===== config.mk =====
export PLATFORM = sky130hd
export DESIGN_NAME = inst_fetch_unit
export DESIGN_NICKNAME = d
export VERILOG_FILES = /design/src/rtl/inst_fetch_unit.sv
export SDC_FILE = /design/constraint.sdc
export NUM_CORES = 1
export LEC_CHECK = 0
export ABC_AREA = 1
export BUFFER_PORTS_ARGS = -buffer_cell sky130_fd_sc_hd__buf_2
export CAP_MARGIN = 20
export CORE_MARGIN = 10
export CORE_UTILIZATION = 56
export DETAILED_ROUTE_END_ITERATION = 12
export GPL_TIMING_DRIVEN = 0
export PLACE_DENSITY = 0.8
export SLEW_MARGIN = 15
export SYNTH_ARGS = -nofsm -noshare
export SYNTH_HDL_FRONTEND = slang
export SYNTH_SLANG_ARGS = --single-unit
export TNS_END_PERCENT = 100

===== constraint.sdc =====
create_clock -name clk -period 2.45 [get_ports clk]
set_input_delay 0 -clock clk [delete_from_list [all_inputs] [get_ports clk]]
set_output_delay 0 -clock clk [all_outputs]
set_load 0.05 [all_outputs]

===== src/rtl/inst_fetch_unit.sv =====
// inst_fetch_unit: sequential instruction fetch with a prefetch queue.
//   Each fetch pushes {pc, imem_data} into a DEPTH-entry circular queue.
//   The next PC is either pc+1 or, when the fetched instruction's top bit is set,
//   a page-relative jump target. A redirect flushes the queue and reloads the PC.
// Ports:
//   clk, rst                 clock, synchronous active-high reset
//   imem_addr / imem_data    combinational instruction memory (addr = current pc)
//   redirect_valid/_pc       external PC redirect (branch/exception)
//   out_valid/ready/instr/pc head of queue, valid/ready handshake to decode
//   q_count                  queue occupancy, 0..DEPTH
module inst_fetch_unit #(
  parameter int ADDR_W   = 8,
  parameter int INSTR_W  = 8,
  parameter int DEPTH    = 4,
  parameter int RESET_PC = 0
) (
  input  logic                       clk,
  input  logic                       rst,
  output logic [ADDR_W-1:0]          imem_addr,
  input  logic [INSTR_W-1:0]         imem_data,
  input  logic                       redirect_valid,
  input  logic [ADDR_W-1:0]          redirect_pc,
  output logic                       out_valid,
  input  logic                       out_ready,
  output logic [INSTR_W-1:0]         out_instr,
  output logic [ADDR_W-1:0]          out_pc,
  output logic [$clog2(DEPTH):0]     q_count
);
  localparam int PW = $clog2(DEPTH);
  localparam int CW = PW + 1;

  logic [ADDR_W-1:0]  pc_q, pc_d;
  logic [PW-1:0]      wptr_q, wptr_d, rptr_q, rptr_d;
  logic [CW-1:0]      cnt_q, cnt_d;
  logic [ADDR_W-1:0]  pcs_q [DEPTH];
  logic [INSTR_W-1:0] ins_q [DEPTH];

  logic              pop, fetch, jump;
  logic [ADDR_W-1:0] pc_inc, jmp_tgt;

  assign imem_addr = pc_q;
  assign out_valid = (cnt_q != '0);
  assign out_instr = ins_q[rptr_q];
  assign out_pc    = pcs_q[rptr_q];
  assign q_count   = cnt_q;

  // Jump target keeps the upper bits of pc+1 (the "page") and takes the low
  // INSTR_W-2 bits from the instruction being fetched.
  assign pc_inc  = pc_q + ADDR_W'(1);
  assign jump    = imem_data[INSTR_W-1];
  assign jmp_tgt = {pc_inc[ADDR_W-1:INSTR_W-2], imem_data[INSTR_W-3:0]};

  // A redirect suppresses both sides of the queue; a pop frees a slot in the
  // same cycle, so a full queue can still fetch while decode drains it.
  assign pop   = out_valid & out_ready & ~redirect_valid;
  assign fetch = ~redirect_valid & ((cnt_q < CW'(DEPTH)) | pop);

  always_comb begin
    pc_d   = pc_q;
    wptr_d = wptr_q;
    rptr_d = rptr_q;
    cnt_d  = cnt_q;
    if (redirect_valid) begin
      pc_d   = redirect_pc;
      wptr_d = '0;
      rptr_d = '0;
      cnt_d  = '0;
    end else begin
      if (fetch) begin
        pc_d   = jump ? jmp_tgt : pc_inc;
        wptr_d = wptr_q + PW'(1);
      end
      if (pop) rptr_d = rptr_q + PW'(1);
      case ({fetch, pop})
        2'b10:   cnt_d = cnt_q + CW'(1);
        2'b01:   cnt_d = cnt_q - CW'(1);
        default: cnt_d = cnt_q;
      endcase
    end
  end

  always_ff @(posedge clk) begin
    if (rst) begin
      pc_q   <= ADDR_W'(RESET_PC);
      wptr_q <= '0;
      rptr_q <= '0;
      cnt_q  <= '0;
    end else begin
      pc_q   <= pc_d;
      wptr_q <= wptr_d;
      rptr_q <= rptr_d;
      cnt_q  <= cnt_d;
    end
  end

  // Queue storage needs no reset: entries are only visible while counted.
  always_ff @(posedge clk) begin
    if (!rst && fetch) begin
      pcs_q[wptr_q] <= pc_q;
      ins_q[wptr_q] <= imem_data;
    end
  end
endmodule

Word level (Yosys, flattened, before mapping):

Memory sizes are Yosys's and may differ from the RTL's. A register that Yosys moved wholly into a read port is not among the register bits.
Index checks and enable logic that the tools add are counted.

* add/sub/neg operators: 5
* magnitude comparators: 1
* eq/ne operators: 2
* multiplexer cells: 10
* bitwise logic cells: 5
* reduce and logical (&&, ||, !) cells: 6

Operator list (number)
* $mux 8: 2
* $add 8x1->8 const B: 1
* $mux 2: 4
* $mux 6: 1
* $pmux 3 s2: 1
* $add 2x1->2 const B: 2
* $reduce_bool 2->1: 2
* $add 3x1->3 const B: 1
* $and 1x1->1: 3
* $lt 3x3->1 const B: 1
* $reduce_bool 3->1: 1
* $sub 3x1->3 const B: 1
* $eq 2x1->1 const B: 1
* $eq 2x2->1 const B: 1
* $mux 1: 2
* $reduce_or 2->1: 1
* $logic_and 1x1->1: 1
* $logic_not 1->1: 1
* $not 1->1: 1
* $or 1x1->1: 1

* register bits: 15
* RAM bits: 64
* input bits: 20
* memories kept: 2

Memory list
* ins_q: depth 4, width 8, rd ports 1, clocked after Yosys merged registers in 1, wr ports 1, line 36 `logic [INSTR_W-1:0] ins_q [DEPTH];`
* pcs_q: depth 4, width 8, rd ports 1, clocked after Yosys merged registers in 1, wr ports 1, line 35 `logic [ADDR_W-1:0] pcs_q [DEPTH];`

Longest topological paths before layout:

* depth in word-level cells: 8
* mapped depth: 11

Worst setup path before layout:

Ideal clock, no wire load.

* path kind: register -> register
* start point: register cnt_q[2], in the netlist q_count[2]
* end point: register cnt_q[2], in the netlist q_count[2]
* setup time: 0.125 ns
* arrival: 2.534 ns
* setup slack: -0.209 ns
* stages on the path, launching flop included: 12
* path buffers: 0
* path through: dfxtp_1 -> inv_1 -> nand3_1 -> nand2_1 -> nor2_1 -> ha_1 -> inv_1 -> fa_1 -> a21oi_1 -> o21ai_0 -> o21ai_0 -> a21oi_1

* cells in the longest elaborated chain, start to end: 7

Ends and longest elaborated chain
* start, declared: line 34 `logic [CW-1:0] cnt_q, cnt_d;`
* start signal, assigned: line 92 `cnt_q <= cnt_d;`
* $reduce_bool 3->1 (*): line 42 `assign out_valid = (cnt_q != '0);`
* net out_valid: line 23 `output logic out_valid,`
* $and 1x1->1 (*) (2 in a row): line 55 `assign pop = out_valid & out_ready & ~redirect_valid;`
* net pop: line 38 `logic pop, fetch, jump;`
* $or 1x1->1: line 56 `assign fetch = ~redirect_valid & ((cnt_q < CW'(DEPTH)) | pop);`
* $and 1x1->1: line 56
* $eq 2x1->1 or $eq 2x2->1 (tied branches): line 74 `case ({fetch, pop})`
* $pmux 3 s2 or $reduce_bool 2->1 (tied branches)

The timed path passes the listed nets; every way through them passes the cells marked *.
A chain may end at the register's enable or synchronous reset.

Final worst setup path:

* start point: register cnt_q[2], in the netlist q_count[2]
* end point: register cnt_q[2], in the netlist q_count[2]

* cells in the longest elaborated chain, start to end: 7

Ends and longest elaborated chain (line)
* $reduce_bool 3->1: 42
* $and 1x1->1 (2 in a row): 55
* $or 1x1->1: 56
* $and 1x1->1: 56
* $eq 2x1->1 or $eq 2x2->1 (tied branches): 74
* $pmux 3 s2 or $reduce_bool 2->1 (tied branches)

Several ways; a longest one is shown, not always the timed one.

==> results.json <==
{
  "status": "finished clean",
  "synth_compound_area_frac": 0.137,
  "die_w_um": 97.7,
  "syn_inst": 309,
  "clk_pin_slew_ps": 80,
  "critPathKind": "flop to flop",
  "rsz0062_at_grt": "no",
  "cts_root_buffer": "clkbuf_8",
  "routedWlPerCell_um": 17.8,
  "place_hpwl_mm": 5.55,
  "wl_mm": 8.30,
  "maxCapViolCount": 0,
  "grt_first_pass_wirelength_mm": 13.2,
  "overflow": 0,
  "synth_xor_area_frac": 0,
  "hold_class": "input port to flop",
  "grt_usage": 0.175,
  "gp_congestion": 0.779,
  "cts_tree": "yes",
  "max_freq_ghz": 0.432,
  "coreArea_mm2": 0.00589,
  "worstPathArrival_ps": 2550,
  "worstSetupEndpointType": "flop",
  "drt_iter0_markers": 208,
  "worstHoldStart": "redirect_pc[4]",
  "die_area_mm2": 0.00954,
  "synth_top_family_by_area": "compound AO/OA/AOI/OAI gates",
  "cp-start-kind": "flop",
  "syn_to_final_growth_pct": 22.9,
  "worst_pin_slew_ps": 864,
  "grt_antenna_before_repair": 0,
  "synth.cell_area_mm2": 0.00338,
  "clockBufferDepth": 2,
  "diodes": 0,
  "total_power_w": 0.00285,
  "synth-adder-area-share": 0.0282,
  "synthSimpleGateAreaFrac": 0.118,
  "cp.required_ps": 2680,
  "grt_max_degree": 17,
  "fp.dieH_um": 97.7,
  "start_util": 0.574,
  "synth.mux.area_fraction": 0,
  "hold_viol_final": 0,
  "crit_buf_inv": 2,
  "synth-seq-cells": 81,
  "antenna_left": 0,
  "cp_cell_sequence": "inv_1 > o21ai_1 > ha_1 > inv_1 > fa_1 > a21oi_1 > o21ai_0 > o21ai_0 > a21oi_1",
  "htreeDepth": 3,
  "min_period_ps": 2310,
  "cpPeakStageDelay_ps": 460,
  "vias_per_cell": 5.60,
  "cp_top_family": "compound AO/OA/AOI/OAI gates",
  "syn-num-nets": 336,
  "ys_seq_area_frac": 0.670,
  "drc": 0,
  "fin_nets": 414,
  "slowest_stage": "o21ai_1",
  "cp-startpoint": "q_count[2]$_SDFFE_PP0P_",
  "min_period_over_period": 0.945,
  "drt_pass1_iterations": 5,
  "power.density_mw_per_mm2": 688,
  "final.setup.tns_ps": 0,
  "reg2reg_from": "q_count[2]$_SDFFE_PP0P_",
  "synth_cell_types": 24,
  "numCtsBuffers": 9,
  "cp_max_fo": 6,
  "yosysWarnings": 0,
  "pin_count": 48,
  "io_buffers": 46,
  "drive_above_1_share": 0.199,
  "slew_viol_final": 0,
  "ir_worst_vdd_mv": 0.493,
  "clock_skew_ps": 7.23,
  "max-slew-margin-rel": 0.423,
  "route.vias.total": 2617,
  "p_leak_nw": 1.56,
  "grt_pass1_vias": 2635,
  "finalSetupViolCount": 0,
  "syn_avg_cell_area_um2": 10.9,
  "clk_latency_ps": 360,
  "rows": 28,
  "cts.sinks": 81
}
cells by family (layout without fill, tap and decap cells):
logic type | Yosys count | in the layout
simple gates | 100 | 100
buf+inv | 37 | 120
compound gates | 84 | 84
fa+ha+maj | 7 | 7
flops | 81 | 81
flip-flops by register name, indices dropped and copies added (netlist names), named ones only:
name       count
ins_q         32
pcs_q         32
imem_addr      8
q_count        3
rptr_q         2
wptr_q         2
Yosys cell counts:
| cell | n | area [µm²] |
|---|---|---|
| o21ai_1 | 1 | 5.00 |
| o22ai_1 | 16 | 100 |
| inv_4 | 1 | 6.26 |
| nand2_1 | 32 | 120 |
| buf_6 | 2 | 22.5 |
| edfxtp_1 | 64 | 1920 |
| a21oi_2 | 1 | 8.76 |
| fa_1 | 1 | 20.0 |
| a21oi_4 | 1 | 16.3 |
| or2_2 | 1 | 6.26 |
| a31oi_1 | 2 | 12.5 |
| buf_2 | 1 | 5.00 |
| clkbuf_1 | 8 | 30.0 |
| ha_1 | 6 | 75.1 |
| o211ai_1 | 1 | 7.51 |
| dfxtp_1 | 17 | 340 |
| a21oi_1 | 12 | 60.1 |
| nand4_1 | 1 | 6.26 |
| nor2_1 | 52 | 195 |
| inv_1 | 25 | 93.8 |
| nand3_1 | 13 | 65.1 |
| o21ai_0 | 49 | 245 |
| nand2_2 | 1 | 6.26 |
| o21a_1 | 1 | 7.51 |
worst register-to-register path: cells and delay by family (launching register included):
family / cells / cell delay, ps
AO/OA/AOI/OAI: 5 / 1040
adder cells (fa/ha/maj): 2 / 660
flip-flops: 1 / 330
buffers and inverters: 2 / 180
path summary, 6_finish.rpt:
path                               endpoint  slack (ps)  depth (start not counted)
hold reg to reg     q_count[0]$_SDFFE_PP0P_         440                          1
setup / recovery    q_count[2]$_SDFFE_PP0P_         140                          9
setup reg to reg    q_count[2]$_SDFFE_PP0P_         140                          9
hold / removal    imem_addr[4]$_SDFFE_PP0P_          10                          4
final cells by class:
type	count	area, µm²
clock inverters	3	18.8
fillers	413	1740
repair buffers	67	450
well taps	75	93.8
inverters	26	100
plain buffers	11	57.6
clock buffers	13	191
multi-input cells	191	972
flip-flops and latches	81	2260
stage by stage:
step                cells  setup slack (ps)   util  instance area [µm²]  hold slack (ps)
floorplan             309              2.56      -                 3380             62.4
global placement      430               149  0.630                 3710              214
detailed placement    432               341  0.637                 3750              215
CTS                   467               338  0.705                 4150             6.44
global route          467              1.90  0.705                 4150             43.7
finish                467               135  0.705                 4150             11.9
cells in the final DEF, fill, tap and decap left out:
master         instances
a21oi_1               12
a21oi_2                1
a21oi_4                1
a31oi_1                2
buf_2                 47
buf_6                  2
buf_8                  2
clkbuf_1               9
clkbuf_16              2
clkbuf_8              10
clkinv_2               1
clkinvlp_4             1
dfxtp_1               15
dfxtp_2                2
dlygate4sd3_1         19
edfxtp_1              64
fa_1                   1
ha_1                   6
inv_1                 25
inv_4                  2
nand2_1               32
nand2_2                1
nand3_1               12
nand3_2                1
nand4_1                1
nor2_1                48
nor2_2                 4
o211ai_1               1
o21a_1                 1
o21ai_0               49
o21ai_1                1
o22ai_1               16
or2_2                  1
routing by layer:
metal	part of all wire	vias to the layer above	track usage
met5	0	-	0
met4	0.027	0	0.116
met3	0.070	13	0.0384
met2	0.51	109	0.287
met1	0.39	1253	0.200
li1	-	1242	-
report_power, final:
group          switching, W  total [W]  internal, W
Combinational      0.000214   0.000306    0.0000920
Clock              0.000471   0.000989     0.000519
Sequential        0.0000361    0.00156      0.00152
Total              0.000721    0.00285      0.00213
repair_timing:
item	in CTS	in global routing
setup endpoints to repair	0	0
buffers inserted	0	0
gates resized for setup	0	0
hold buffers	19	0
hold endpoints to repair	40	0
No activity file was read; power rests on OpenSTA's default activity.
